### src/rtl/nor_flash_slave_pkg.sv
// rtl/nor_flash_slave_pkg.sv - shared constants, command codes and FSM state type
// Erase command is only honoured when NOR_PROGRAM_SEMANTICS_EN is defined.
package nor_flash_slave_pkg;
  localparam int DATA_W = 32;
  localparam int BYTE_W = 8;

  localparam logic [7:0] CMD_READ  = 8'h01;
  localparam logic [7:0] CMD_WRITE = 8'h02;
  localparam logic [7:0] CMD_ERASE = 8'h20;

  typedef enum logic [2:0] {
    ST_IDLE,
    ST_CMD,
    ST_ADDR,
    ST_WDATA,
    ST_RDATA,
    ST_IGNORE
  } state_t;

  typedef enum logic [1:0] {
    OP_READ,
    OP_WRITE,
    OP_ERASE
  } op_t;
endpackage

### src/rtl/nfs_edge_det.sv
// rtl/nfs_edge_det.sv - registers the serial clock and flags its rising edge
module nfs_edge_det (
  input  logic i_clk,
  input  logic i_reset,
  input  logic i_s_clk,
  output logic o_edge
);
  logic r_s_clk_q;

  always_ff @(posedge i_clk) begin
    if (i_reset) r_s_clk_q <= 1'b0;
    else         r_s_clk_q <= i_s_clk;
  end

  assign o_edge = i_s_clk & ~r_s_clk_q;
endmodule

### src/rtl/nor_flash_slave.sv
// rtl/nor_flash_slave.sv - byte-serial NOR flash model: read/write/erase on a word array
// Optional NOR_PROGRAM_SEMANTICS_EN: AND-programming plus the erase command.
module nor_flash_slave
  import nor_flash_slave_pkg::*;
#(
  parameter int          DEPTH     = 16,
  parameter logic [31:0] ERASE_VAL = 32'hFFFF_FFFF
) (
  input  logic                  p_clk,
  input  logic                  p_reset,
  input  logic                  s_clk,
  input  logic                  s_css,
  input  logic [BYTE_W-1:0]     s_mosi,
  output logic [BYTE_W-1:0]     s_miso,
  output logic                  cmd_err,
  output logic                  wr_done
);
  localparam int AW = $clog2(DEPTH);

  logic [DATA_W-1:0] r_mem [DEPTH];
  state_t            r_state, w_next;
  op_t               r_op;
  logic [1:0]        r_bcnt;
  logic [AW-1:0]     r_idx;
  logic [23:0]       r_shift;
  logic              r_wr_pend;
  logic [AW-1:0]     r_wr_idx;
  logic [DATA_W-1:0] r_wr_data;
  logic              r_cmd_err;
  logic              w_edge, w_take, w_cmd_err_set;
  logic [AW-1:0]     w_addr_idx;
  logic [DATA_W-1:0] w_commit, w_rd_word;
`ifdef NOR_PROGRAM_SEMANTICS_EN
  logic              r_wr_erase;
`endif

  nfs_edge_det u_edge_det (
    .i_clk   (p_clk),
    .i_reset (p_reset),
    .i_s_clk (s_clk),
    .o_edge  (w_edge)
  );

  // Deselect has priority, so an edge arriving with s_css high is never taken.
  assign w_take     = w_edge & ~s_css;
  // Only the bits covering DEPTH are kept; they all live in the last address byte.
  assign w_addr_idx = s_mosi[AW-1:0];

  always_comb begin
    w_next        = r_state;
    w_cmd_err_set = 1'b0;
    if (s_css) begin
      w_next = ST_IDLE;
    end else begin
      case (r_state)
        ST_IDLE: w_next = ST_CMD;
        ST_CMD: if (w_take) begin
          case (s_mosi)
            CMD_READ, CMD_WRITE: w_next = ST_ADDR;
`ifdef NOR_PROGRAM_SEMANTICS_EN
            CMD_ERASE:           w_next = ST_ADDR;
`endif
            default: begin
              w_next        = ST_IGNORE;
              w_cmd_err_set = 1'b1;
            end
          endcase
        end
        ST_ADDR: if (w_take && r_bcnt == 2'd2) begin
          case (r_op)
            OP_READ:  w_next = ST_RDATA;
            OP_WRITE: w_next = ST_WDATA;
            default:  w_next = ST_IGNORE;
          endcase
        end
        default: w_next = r_state;
      endcase
    end
  end

`ifdef NOR_PROGRAM_SEMANTICS_EN
  assign w_commit = r_wr_erase ? ERASE_VAL : (r_mem[r_wr_idx] & r_wr_data);
`else
  assign w_commit = r_wr_data;
`endif

  always_ff @(posedge p_clk) begin
    if (p_reset) begin
      r_state   <= ST_IDLE;
      r_op      <= OP_READ;
      r_bcnt    <= 2'd0;
      r_idx     <= '0;
      r_shift   <= '0;
      r_wr_pend <= 1'b0;
      r_wr_idx  <= '0;
      r_wr_data <= '0;
      r_cmd_err <= 1'b0;
`ifdef NOR_PROGRAM_SEMANTICS_EN
      r_wr_erase <= 1'b0;
`endif
      for (int i = 0; i < DEPTH; i++) r_mem[i] <= ERASE_VAL;
    end else begin
      r_state   <= w_next;
      r_cmd_err <= w_cmd_err_set;
      r_wr_pend <= 1'b0;
`ifdef NOR_PROGRAM_SEMANTICS_EN
      r_wr_erase <= 1'b0;
`endif
      if (r_wr_pend) r_mem[r_wr_idx] <= w_commit;
      if (s_css) begin
        r_bcnt <= 2'd0;
      end else if (w_take) begin
        case (r_state)
          ST_CMD: begin
            r_bcnt <= 2'd0;
            if (s_mosi == CMD_WRITE)      r_op <= OP_WRITE;
            else if (s_mosi == CMD_ERASE) r_op <= OP_ERASE;
            else                          r_op <= OP_READ;
          end
          ST_ADDR: begin
            r_bcnt <= (r_bcnt == 2'd2) ? 2'd0 : r_bcnt + 2'd1;
            if (r_bcnt == 2'd2) begin
              r_idx <= w_addr_idx;
`ifdef NOR_PROGRAM_SEMANTICS_EN
              if (r_op == OP_ERASE) begin
                r_wr_pend  <= 1'b1;
                r_wr_erase <= 1'b1;
                r_wr_idx   <= w_addr_idx;
              end
`endif
            end
          end
          ST_WDATA: begin
            r_bcnt  <= r_bcnt + 2'd1;
            r_shift <= {r_shift[15:0], s_mosi};
            if (r_bcnt == 2'd3) begin
              r_wr_pend <= 1'b1;
              r_wr_idx  <= r_idx;
              r_wr_data <= {r_shift, s_mosi};
              r_idx     <= r_idx + AW'(1);
            end
          end
          ST_RDATA: begin
            r_bcnt <= r_bcnt + 2'd1;
            if (r_bcnt == 2'd3) r_idx <= r_idx + AW'(1);
          end
          default: ;
        endcase
      end
    end
  end

  assign w_rd_word = r_mem[r_idx];

  always_comb begin
    s_miso = '0;
    if (r_state == ST_RDATA) begin
      case (r_bcnt)
        2'd0: s_miso = w_rd_word[31:24];
        2'd1: s_miso = w_rd_word[23:16];
        2'd2: s_miso = w_rd_word[15:8];
        default: s_miso = w_rd_word[7:0];
      endcase
    end
  end

  assign cmd_err = r_cmd_err;
  assign wr_done = r_wr_pend;
endmodule

### config.mk
export PLATFORM = sky130hd
export DESIGN_NAME = nor_flash_slave
export DESIGN_NICKNAME = d
export VERILOG_FILES = /design/src/rtl/nor_flash_slave_pkg.sv /design/src/rtl/nfs_edge_det.sv /design/src/rtl/nor_flash_slave.sv
export SDC_FILE = /design/constraint.sdc
export NUM_CORES = 1
export LEC_CHECK = 0
export ABC_AREA = 0
export CORE_UTILIZATION = 30
export CTS_BUF_LIST = sky130_fd_sc_hd__clkbuf_4 sky130_fd_sc_hd__clkbuf_8
export DETAILED_ROUTE_END_ITERATION = 10
export DONT_BUFFER_PORTS = 1
export SETUP_SLACK_MARGIN = 0.02
export SYNTH_ARGS = -nofsm -noshare
export SYNTH_HDL_FRONTEND = slang
export SYNTH_SLANG_ARGS = --single-unit
### constraint.sdc
create_clock -name p_clk -period 3.5 [get_ports p_clk]
set_input_delay 0.875 -clock p_clk [delete_from_list [all_inputs] [get_ports p_clk]]
set_output_delay 0.875 -clock p_clk [all_outputs]
set_load 0.03 [all_outputs]
==> run summary, run 1 <==
The power consumption is 14.5 mW. For this run, design rule violations remaining after detail routing come to 0. The setup path with the least slack is of type register to output port. For this design the static power due to leakage is between 9 and 10 nW.

Setup repair after global routing could not meet its margin everywhere. The number of DRC markers in iteration 0 is roughly 1700. STA classifies the critical path endpoint as an output port. The prevailing post-synth register cell is edfxtp_1. Once detail routing completed, the nets flagged for antenna violations numbered 0. The class of the most critical hold timing path is input pin to register. Once the floorplan was initialized, standard cells occupied between 30% and 40% of the core. The number of buffers added on ports is 0. Entering global routing, the biggest net connects 90 pins. The area enclosed by the die boundary came out at about 0.090 mm2. The synthesized area per cell is 14.1 um2.

The worst path uses 111% of the clock period. The initial antenna violation count is 6. The top achievable clock speed came out at 258 MHz. The checks that failed: setup timing. The clock arrives with roughly 0.039 ns of skew.

The relative area change from synthesis to final layout came out at 17.3%. The max-cap violation count is 0. The synthesized cell area came out at ~0.027 mm2. The final number of max-transition violations is 0. During I/O placement, the number of pins put on the boundary was 22. The number of placement rows is roughly 110.

The overall global routing resource usage is between 10% and 20%. Hold is met by about 0.23 ns. The congestion estimate from routability-driven global placement came to roughly 0.83.

The chip height came out at about 300 um. The later-pin clock latency in the skew report is ~0.72 ns. Clock tree synthesis inserted a total of 97 buffers. Of all cell types, the one taking the most synthesized area is edfxtp_1. The worst setup timing slack at the placement stage is 0.0144 ns.

After routing the design area is 0.0312 mm2. After clock tree synthesis, the clock-pin slew on the worst setup and hold paths is around 0.07 ns. The final count of negative-setup-slack endpoints is 8. The worst setup path is launched from a register. Global routing finished with a remaining overflow of 0. The hold violation total from the final report came to 0. The cell with the most instances on the worst path is buf_4. The width of the die is between 200 and 300 um. The clock tree synthesis step divided the H-tree into 3 levels. The slew of the pin with the lowest slew margin came out at between 0.9 and 1 ns.

The post-placement cell area is 0.0285 mm2. The headroom to the max-slew limit is between 30% and 40%. In the final design database the tool counted around 2000 nets. After detailed routing, the average wire length per cell comes to roughly 25 um. The cell at the root of the clock tree is clkbuf_8. The post-synthesis sequential area ratio is 63.7%. The average vias per placed instance is slightly above 5.

The largest individual stage delay along the critical path comes from the cell buf_4. The number of instances in the synthesized netlist is approximately 1900. The largest single stage delay on the critical path is about 0.39 ns. The critical path goes through buf_12, buf_4, mux2i_1, a22oi_1, buf_4, nand2_2, a31oi_1, buf_4. The synthesized net count came out at ~1900. The maximum count of clock buffers along a single path is 3. The HPWL reported at the end of detailed placement came out at roughly 47 mm.

In this run, synthesis inferred ~500 flip-flops with an integrated enable. The worst IR drop on VDD is approximately 0.24 mV. The setup slack of the critical path after layout is -0.376 ns. The wire length of the first global-routing pass came out at 117 mm. The power density over cell area came out at 464 mW/mm2.

The number of global-route vias before repair came to between 15000 and 20000. The number of clock sinks is a little under 600. The worst path required time came out at between 2 and 3 ns. The fraction of final layout cells sized beyond drive strength 1 is between 40% and 50%.

The run finished, with violations left. The critical-path maximum fanout is 50. Summed over all layers, the routed wires come to 81.6 mm. The data arrival time of the critical path came out at approximately 3.0 ns.

The length of the first detailed-routing pass in iterations came out at 5. The share of synthesized flip-flops with an asynchronous set or reset is 0%. The via count is roughly 16000. TritonCTS built the clock tree. The register bit total from synthesis came out at between 500 and 600. The routed design could run at a clock period as short as between 3 and 4 ns. The area of the core came out at about 0.087 mm2.

Yosys mapped the design onto between 70 and 80 distinct sky130hd cell types. The yosys synthesis warning count came out at 0. The area fraction of the dominant cell type after synthesis is 57.8%. Sorting the synthesized cells by area gives the leading types as edfxtp_1 (58%), mux4_2 (9.4%), or2_2 (7.6%).
[path summary, 6_finish.rpt]
path                                  start            end  slack [ns]  cells past startpoint
worst max-delay path               register      s_miso[0]       -0.38                      8
worst max register to register      wr_done  r_mem[14][22]        0.64                      5
worst min-delay path                p_reset    r_shift[21]        0.23                      1
worst min register to register  r_shift[22]  r_wr_data[30]        0.44                      2
[worst max-delay path: cells and delay by family (launching register included)]
family,cells,cell delay [ns]
AND/OR/NAND/NOR,1,0.07
AO/OA/AOI/OAI,2,0.46
buffers and inverters,4,1.08
multiplexers,1,0.19
flip-flops,1,0.38
[cell usage in the layout (no fill, tap or decap), types with 6 or more instances in the layout]
cell type and instances:
edfxtp_1 512, or2_2 325, nand2_1 162, nand2b_1 155, mux4_2 112, clkbuf_8 105
buf_4 94, a21oi_1 73, dfxtp_1 73, clkbuf_4 37, or3_1 35, mux2i_1 30
buf_12 26, clkinv_1 20, nor2_1 15, nor2b_1 15, nand3_1 15, mux2_2 14
or2b_1 12, nand2b_2 10, clkinv_2 10, o21ai_0 8, a21oi_2 7, a22oi_1 7
buf_16 7, buf_6 7, nor3b_1 6
[layout make-up]
class / count / area (um2)
Antenna cell: 3 / 7.51
Clock buffer: 142 / 1720
Clock inverter: 35 / 196
Fill cell: 8417 / 56100
Inverter: 6 / 22.5
Multi-Input combinational cell: 1135 / 9240
Sequential cell: 590 / 17000
Tap cell: 1155 / 1450
Timing Repair Buffer: 140 / 1610
[timing repair]
action                                  4_1_cts  5_1_grt
hold buffers                                  0        0
pin swaps                                    16        8
gates cloned                                  3        2
setup buffers                                25        6
resized for setup                            61       25
endpoints found under the setup margin        8        8
[logic make-up after synthesis]
| logic type | after synthesis | synth area share [%] |
|---|---|---|
| buffers and inverters | 165 | 2.87 |
| AO/OA/AOI/OAI | 165 | 4.10 |
| AND/OR/NAND/NOR | 798 | 17.2 |
| multiplexers | 165 | 11.8 |
| XOR/XNOR | 1 | 0.0329 |
| flip-flops | 590 | 63.7 |
| adder cells (fa/ha/maj) | 6 | 0.282 |
[sequential cells by signal (all words and copies together) (netlist names), named ones only]
signal,count
cmd_err,1
r_wr_data,32
u_edge_det.r_s_clk_q,1
r_wr_idx,4
r_bcnt,2
r_shift,24
r_idx,4
r_op,2
wr_done,1
r_mem,512
r_state,3
[per-layer routing]
layer / track usage [%] / share of wire, %
met5: 0 / 0.015
met4: 6.11 / 2.8
met3: 3.83 / 8.6
met2: 29.5 / 48
met1: 23.5 / 41
[power by group]
group / total, mW / leakage, nW / internal, mW / switching (mW)
Combinational: 0.430 / 2.90 / 0.154 / 0.275
Sequential: 7.98 / 5.69 / 7.90 / 0.0822
Clock: 6.05 / 1.03 / 3.23 / 2.82
[cells in the mapped netlist, drive strengths merged (7+ instances only)]
| library cell | count |
|---|---|
| or2 | 325 |
| nand2b | 166 |
| nand2 | 165 |
| buf | 42 |
| mux4 | 116 |
| edfxtp | 512 |
| nor2 | 19 |
| mux2i | 35 |
| nor3b | 9 |
| nor2b | 17 |
| or2b | 12 |
| a22oi | 12 |
| and3 | 7 |
| clkbuf | 117 |
| nand3 | 15 |
| mux2 | 14 |
| o21ai | 10 |
| or3 | 36 |
| dfxtp | 78 |
| a21oi | 81 |
[through the flow]
step | utilization, % | cells | TNS, ns
finish | 35.7 | 3206 | -2.19
global route | 35.7 | 3205 | -2.68
CTS | 35.5 | 3195 | -2.44
detailed placement | 32.6 | 2990 | 0
global placement | 32.6 | 2990 | -0.0210
floorplan | - | 1890 | 0
Power figures use the tool's default switching activity.
==> run 2, diff against run 1 <==
Settings changed: CORE_MARGIN set to 2, PLACE_DENSITY set to 0.43.
Clock period 3.5 ns to 3.88 ns, I/O delays scaled along.
==> run 2 against run 1 <==
  * The flow still finishes with violations (setup timing)
  * Highest routed layer is now met4
  * Critical path depth is the same
  * Power down 6.2%
  * Utilization up 0.19 points
  * Sequential power decreased by 9.8%
  * Critical endpoint unchanged
  * Sequential cell count did not move
==> run summary, run 2 (synthesized netlist as in run 1, its figures left out) <==
The flow ran to the end, but the final reports show violations. The final reports fail on setup timing. The detailed-route wire length per cell is 28.0 um (+10%). The worst path required time is 2.91 ns (+0.29 ns). The slew of the pin with the lowest slew margin is 1.02 ns (+0.0616 ns). The number of buffers added on ports came to 0 (unchanged).

STA classifies the critical path endpoint as an output port. The hold violation total from the final report came out at 0 (unchanged). The power consumption is 13.6 mW (-6.2%).

The width of the die came out at 302 um (+0.67%). Compared with the post-synthesis result, the final layout area differs by 19.0%. The routability congestion estimate from global placement is 0.779 (-5.8%). The HPWL reported at the end of detailed placement is 52.5 mm (+11%). The delay of the slowest cell on the worst path is 0.51 ns (+0.12 ns). The library cell used most frequently in the layout, excluding fill and tap cells, is edfxtp_1.

The maximum number of pins on one net before global-route repair came out at 90 (unchanged). The DRC violation count after routing is 0 (unchanged). The static power due to leakage came out at 9.85 nW (+2.4%). The worst setup timing slack at the placement stage came out at 0.270 ns (+0.256 ns). The fraction of the cycle the final worst path needs is 101%. The signal on the critical path passes through buf_12, buf_12, mux4_2, a22oi_2, o22ai_2, a311oi_4, a31oi_4, buf_6. The top cell types in the final layout, fill and taps aside, are edfxtp_1 (512), or2_2 (325), nand2b_1 (156). The number of placement rows came to 109 (+0.93%). The total negative slack for setup checks is -0.0817 ns (+2.11 ns). The average vias per placed instance came to 5.02 (-2.2%). The worst setup path is launched from a register. Setup repair after global routing could not meet its margin everywhere. The worst IR drop on VDD came out at 0.238 mV (-1.6%). The effective utilization at floorplan is 30.2% (-0.28 points). TritonCTS built the clock tree. The later-pin clock latency in the skew report is 0.74 ns (+0.02 ns). The data arrival time of the critical path came out at 2.94 ns (-0.06 ns). The total I/O pin count came to 22 (unchanged). The area enclosed by the die boundary came out at 0.0911 mm2 (+1.3%).

For this design, the slowest cell found on the critical path is mux4_2. The overall global routing resource usage came out at 20.0% (+2.1 points). The combined buffer and inverter count along the critical path came out at 3 (-1). The final core utilization came out at 35.9% (+0.19 points). More flip-flops sit in one register than any other, and that register is r_mem. The via count came out at 16310 (-0.94%). The largest registers in the layout are r_mem: 512 flops, r_wr_data: 32 flops, r_shift: 24 flops. The flip-flop count of the largest register after layout is 512 (unchanged).

The minimum clock period after layout came out at a little under 4 ns. The met3 usage is 4.68% (+0.85 points). The filler cell count is 8545 (+1.5%). The final number of max-transition violations is 0 (unchanged).

The global routing usage on met1 was 27.8% (+4.2 points). The fraction of final layout cells sized beyond drive strength 1 came out at 41.9% (+1.5 points). The global-route track usage on met2 is 31.2% (+1.7 points). The number of DRC markers in iteration 0 is 1450 (-16%).

The number of clock sinks came out at 590 (unchanged). The area of the core is 0.0881 mm2 (+0.93%). The wire length reported by the detailed router is 90.9 mm (+11%). The worst clock skew on the final layout came out at 0.0349 ns (-0.00369 ns).

The power density over cell area is 429 mW/mm2 (-7.5%). The setup slack of the critical path after layout is -0.0304 ns (+0.345 ns). The max-cap violation count was 0 (unchanged). The number of nets with antenna violations after detailed routing came out at 0 (unchanged). The depth of the CTS H-tree is 3 (unchanged). The classification of the worst setup path is register to output port. Derived from the worst setup path, the maximum achievable clock frequency is about 260 MHz. The final-stage net count came out at 2012 (+1.2%). The cell at the root of the clock tree is clkbuf_8. The number of buffers created by CTS came out at 106 (+9.3%).

The maximum count of clock buffers along a single path is 3 (unchanged). Among the stages of the critical path, the cell type that occurs most often is buf_12. The length of the first detailed-routing pass in iterations is 5 (unchanged). The headroom to the max-slew limit came out at 31.7% (-4.1 points). The number of global-route vias before repair came out at 16792 (+0.24%). The worst hold path belongs to the class input pin to register. The clock-pin transition on the worst setup and hold timing paths is 0.06 ns (about the same). The largest delay contributor family on the critical path is compound AO/OA/AOI/OAI gates.

In this run the most used layer during global routing was met2. The critical-path maximum fanout was 4 (-92%). The final count of negative-setup-slack endpoints is 5 (-3). The initial antenna violation count is 5 (-1). The total congestion overflow after global routing came to 0 (unchanged). The wire length of the first global-routing pass is 128 mm (+9.4%). The chip height came out at 302 um (+0.67%).
[run 2: repair_timing]
| action | 4_1_cts | 5_1_grt |
|---|---|---|
| hold buffers | 0 | 0 |
| endpoints found under the setup margin | 8 | 8 |
| gates resized for setup | 51 | 49 |
| setup buffers | 18 | 15 |
| gates cloned | 5 | 2 |
| pin swaps | 13 | 23 |
[run 2: worst register-to-register path, cell delays in order, from the launching register on]
cell	delay, ns
dfxtp_1	0.61
nor2b_2	0.29
nand3_2	0.12
buf_4	0.26
nor3b_2	0.21
or2_2	0.49
buf_4	0.38
[run 2: layout make-up]
| class | instances | area, um2 | share of cell area (%) |
|---|---|---|---|
| Tap cell | 1165 | 1460 | 4.61 |
| Multi-Input combinational cell | 1135 | 9320 | 29.4 |
| Antenna cell | 1 | 2.50 | 0.00791 |
| Timing Repair Buffer | 155 | 1760 | 5.56 |
| Clock buffer | 152 | 1840 | 5.82 |
| Clock inverter | 42 | 295 | 0.933 |
| Inverter | 6 | 22.5 | 0.0712 |
| Sequential cell | 590 | 17000 | 53.6 |
[run 2: path summary, 6_finish.rpt]
| path | slack (ns) | endpoint | depth (start not counted) | from |
|---|---|---|---|---|
| min | 0.31 | r_wr_data[7] | 1 | p_reset |
| min reg2reg | 0.44 | r_wr_data[27] | 2 | r_shift[19] |
| max reg2reg | 1.17 | r_mem[13][28] | 6 | wr_done |
| max | -0.03 | s_miso[0] | 8 | register |
[run 2: stage by stage]
step	area (um2)	hold slack (ns)	std cells
6_report	31700	0.310	3246
3_3_place_gp	28500	0.435	3015
3_5_place_dp	28500	0.439	3015
4_1_cts	31300	0.246	3231
2_1_floorplan	26600	0.432	1890
5_1_grt	31700	0.256	3246
[run 2: routing by layer]
layer,share of wire [%],vias up
li1,-,7130
met1,45,8484
met2,46,544
met3,6.3,152
met4,3.0,0
met5,0,-
[run 2: where the power goes]
group / internal, mW / total (mW) / leakage, nW / switching, mW
clock: 3.26 / 5.97 / 1.15 / 2.71
combinational: 0.139 / 0.404 / 3.01 / 0.265
sequential: 7.13 / 7.20 / 5.69 / 0.0730
==> run 3, diff against run 2 <==
Clock period 3.88 ns to 5 ns, I/O delays scaled along.
==> run 3 against run 2 <==
  * The flow now finishes without violations
  * Global-route usage decreased by 0.89 points
  * Combinational power is 28% lower
  * Critical path type unchanged
  * Final area down 4.6%
  * Register-to-register slack improved by 0.63 ns
  * Power fell by 23%
  * Worst setup slack improved by 0.18 ns
  * Critical path depth did not move
==> run summary, run 3 (synthesized netlist as in run 1, its figures left out) <==
The run finished with clean final reports. The worst IR drop on VDD is 0.197 mV (-17%). The cell at the root of the clock tree is clkbuf_8.

The worst setup timing slack at the placement stage came out at 0.785 ns (+0.515 ns). The total congestion overflow after global routing is 0 (unchanged). The clock tree from TritonCTS is done. The critical-path maximum fanout is 10 (+6). The overall global routing resource usage was 19.2% (-0.89 points).

The reg-to-reg setup timing slack is 1.80 ns (+0.63 ns). The worst hold path begins at r_shift[23]. The worst clock skew on the final layout was 0.0307 ns (-0.00422 ns). The wire length of the first global-routing pass came to 123 mm (-3.9%). The setup slack of the critical path after layout is 0.148 ns (+0.178 ns). The maximum count of clock buffers along a single path came out at 3 (unchanged). The worst path required time came out at 3.75 ns (+0.84 ns). The number of DRC markers in iteration 0 is 1435 (-1.0%). Walking the worst path, the cells encountered are inv_1, ha_1, and3b_1, a221oi_1, nand3_1, a21oi_1, a31oi_1, buf_4. Leaving out fill and tap cells, the most frequent cells in the layout are edfxtp_1 (512), or2_2 (325), nand2_1 (165). The worst reg2reg path startpoint is r_wr_idx[1]. The max-cap violation count is 0 (unchanged). The final number of max-transition violations is 0 (unchanged). The cell count of the worst reg-to-reg path came out at 4 (-2). The chip height came out at 302 um (unchanged). Compared with the post-synthesis result, the final layout area differs by 13.5%. The total I/O pin count is 22 (unchanged).

The via count is 15886 (-2.6%). The number of setup buffers added after CTS came out at 0 (-18). The sort of element at the end of the critical path is an output port. In this run the worst setup path begins at r_bcnt[0]. The number of hold buffers added after cts is 0 (unchanged). The minimum clock period after layout is 4.85 ns. The initial antenna violation count came out at 7 (+2). In this run the critical register-to-register path is captured at r_mem[15][16]. The final-stage net count was 1930 (-4.1%). The number of placement rows came out at 109 (unchanged). The routability congestion estimate from global placement is 0.815 (+4.6%). The area of the core is 0.0881 mm2 (unchanged).

The data arrival time of the critical path is 3.60 ns (+0.66 ns). Leaving out fill and tap cells, the most frequent cell in the layout is edfxtp_1. The area enclosed by the die boundary came out at 0.0911 mm2 (unchanged). The class of the most critical hold timing path is register to register.

The headroom to the max-slew limit came out at 19.3% (-12 points). Setup repair after global routing left no endpoint under its margin. The wire length reported by the detailed router is 86.6 mm (-4.7%). The number of nets with antenna violations after detailed routing was 0 (unchanged).

The width of the die came to 302 um (unchanged). The number of buffers added on ports is 0 (unchanged). The HPWL reported at the end of detailed placement is 51.1 mm (-2.6%). The number of clock sinks was 590 (unchanged). The average vias per placed instance is 5.03 (+0.18%).

The power density over cell area is 346 mW/mm2 (-19%). The final count of negative-setup-slack endpoints is 0 (-5). STA classifies the critical path startpoint as a register.

The fraction of the cycle the final worst path needs is between 90% and 100%. The later-pin clock latency in the skew report came out at 0.73 ns (about the same). The number of global-route vias before repair was 16157 (-3.8%). The fraction of final layout cells sized beyond drive strength 1 came out at 36.6% (-5.3 points). The clock-pin transition on the worst setup and hold timing paths came out at 0.06 ns (about the same). The depth of the CTS H-tree came out at 3 (unchanged). The maximum number of pins on one net before global-route repair was 90 (unchanged).

The length of the first detailed-routing pass in iterations is 7 (+2). The classification of the worst setup path is register to output port. The number of buffers created by CTS came out at 105 (-0.94%). The static power due to leakage came to 9.21 nW (-6.6%). For hold timing, the worst endpoint is r_wr_data[31]. The effective utilization at floorplan is 30.2% (unchanged). The post-placement cell area is 0.0281 mm2 (-1.5%).

The hold violation total from the final report came out at 0 (unchanged). The worst hold slack after final layout came out at 0.445 ns (+0.135 ns). The detailed-route wire length per cell is 27.4 um (-2.0%).

The cell depth of the worst min-delay path came out at 2 (+1). The delay of the slowest cell on the worst path came out at 0.73 ns (+0.22 ns). The slew of the pin with the lowest slew margin is 1.21 ns (+0.186 ns).

The filler cell count was 8668 (+1.4%). The top achievable clock speed came out at about 210 MHz. The finished layout cell area came out at 0.0302 mm2 (-4.6%).

The largest register by flop count is r_mem. The flip-flop count of the largest register after layout came out at 512 (unchanged). The total negative slack for setup checks came out at 0 ns (+0.0817 ns). The slowest stage of the critical path belongs to the cell and3b_1. The DRC violation count after routing came to 0 (unchanged). In the final layout, the registers with the most flip-flops are r_mem: 512 flops, r_wr_data: 32 flops, r_shift: 24 flops.
==> run 3: how the worst max path moves through the flow <==
stage                   endpoint
floorplan           r_mem[15][0]
global placement       s_miso[7]
detailed placement     s_miso[7]
CTS                    s_miso[7]
global route           s_miso[3]
finish                 s_miso[7]
==> run 3: metal layers <==
metal	track usage, %	vias to the layer above	wire length, um	part of all wire [%]
li1	-	6947	-	-
met1	26.6	8318	38900	45
met2	30.7	504	40900	47
met3	3.30	117	4890	5.6
met4	5.73	0	1850	2.1
met5	0	-	0	0
==> run 3: timing repair <==
action                                 CTS  global route
endpoints found under the hold margin    0             0
pin swaps                                0             0
setup endpoints to repair                1             1
gates resized for setup                  1             1
==> run 3: stage by stage <==
step / std cells / utilization [%] / total power, mW
after global placement: 2970 / 31.9 / 5.98
after global routing: 3156 / 34.3 / 10.8
after detailed placement: 2970 / 31.9 / 5.99
after floorplan: 1890 / - / 5.83
after CTS: 3155 / 34.3 / 10.6
final: 3156 / 34.3 / 10.4
==> run 3: cell type report <==
class	count	area, um2	area share [%]
inverter	6	22.5	0.0746
clock buffer	157	1870	6.18
tap	1165	1460	4.83
clock inverter	28	214	0.708
multi-input combinational	1135	8970	29.7
antenna	1	2.50	0.00829
timing repair buffer	74	718	2.38
sequential	590	16900	56.1
==> run 3: where the power goes <==
group          total [mW]  internal [mW]  switching, mW
registers            5.59           5.53         0.0537
logic               0.292         0.0938          0.198
clock network        4.56           2.52           2.03
==> run 3: critical path: cells and delay by family (launching register included) <==
kind                     cells  cell delay (ns)
AND/OR/NAND/NOR              2             0.88
flip-flops                   1             0.39
buffers and inverters        2             0.42
AO/OA/AOI/OAI                3             0.65
adder cells (fa/ha/maj)      1             0.56
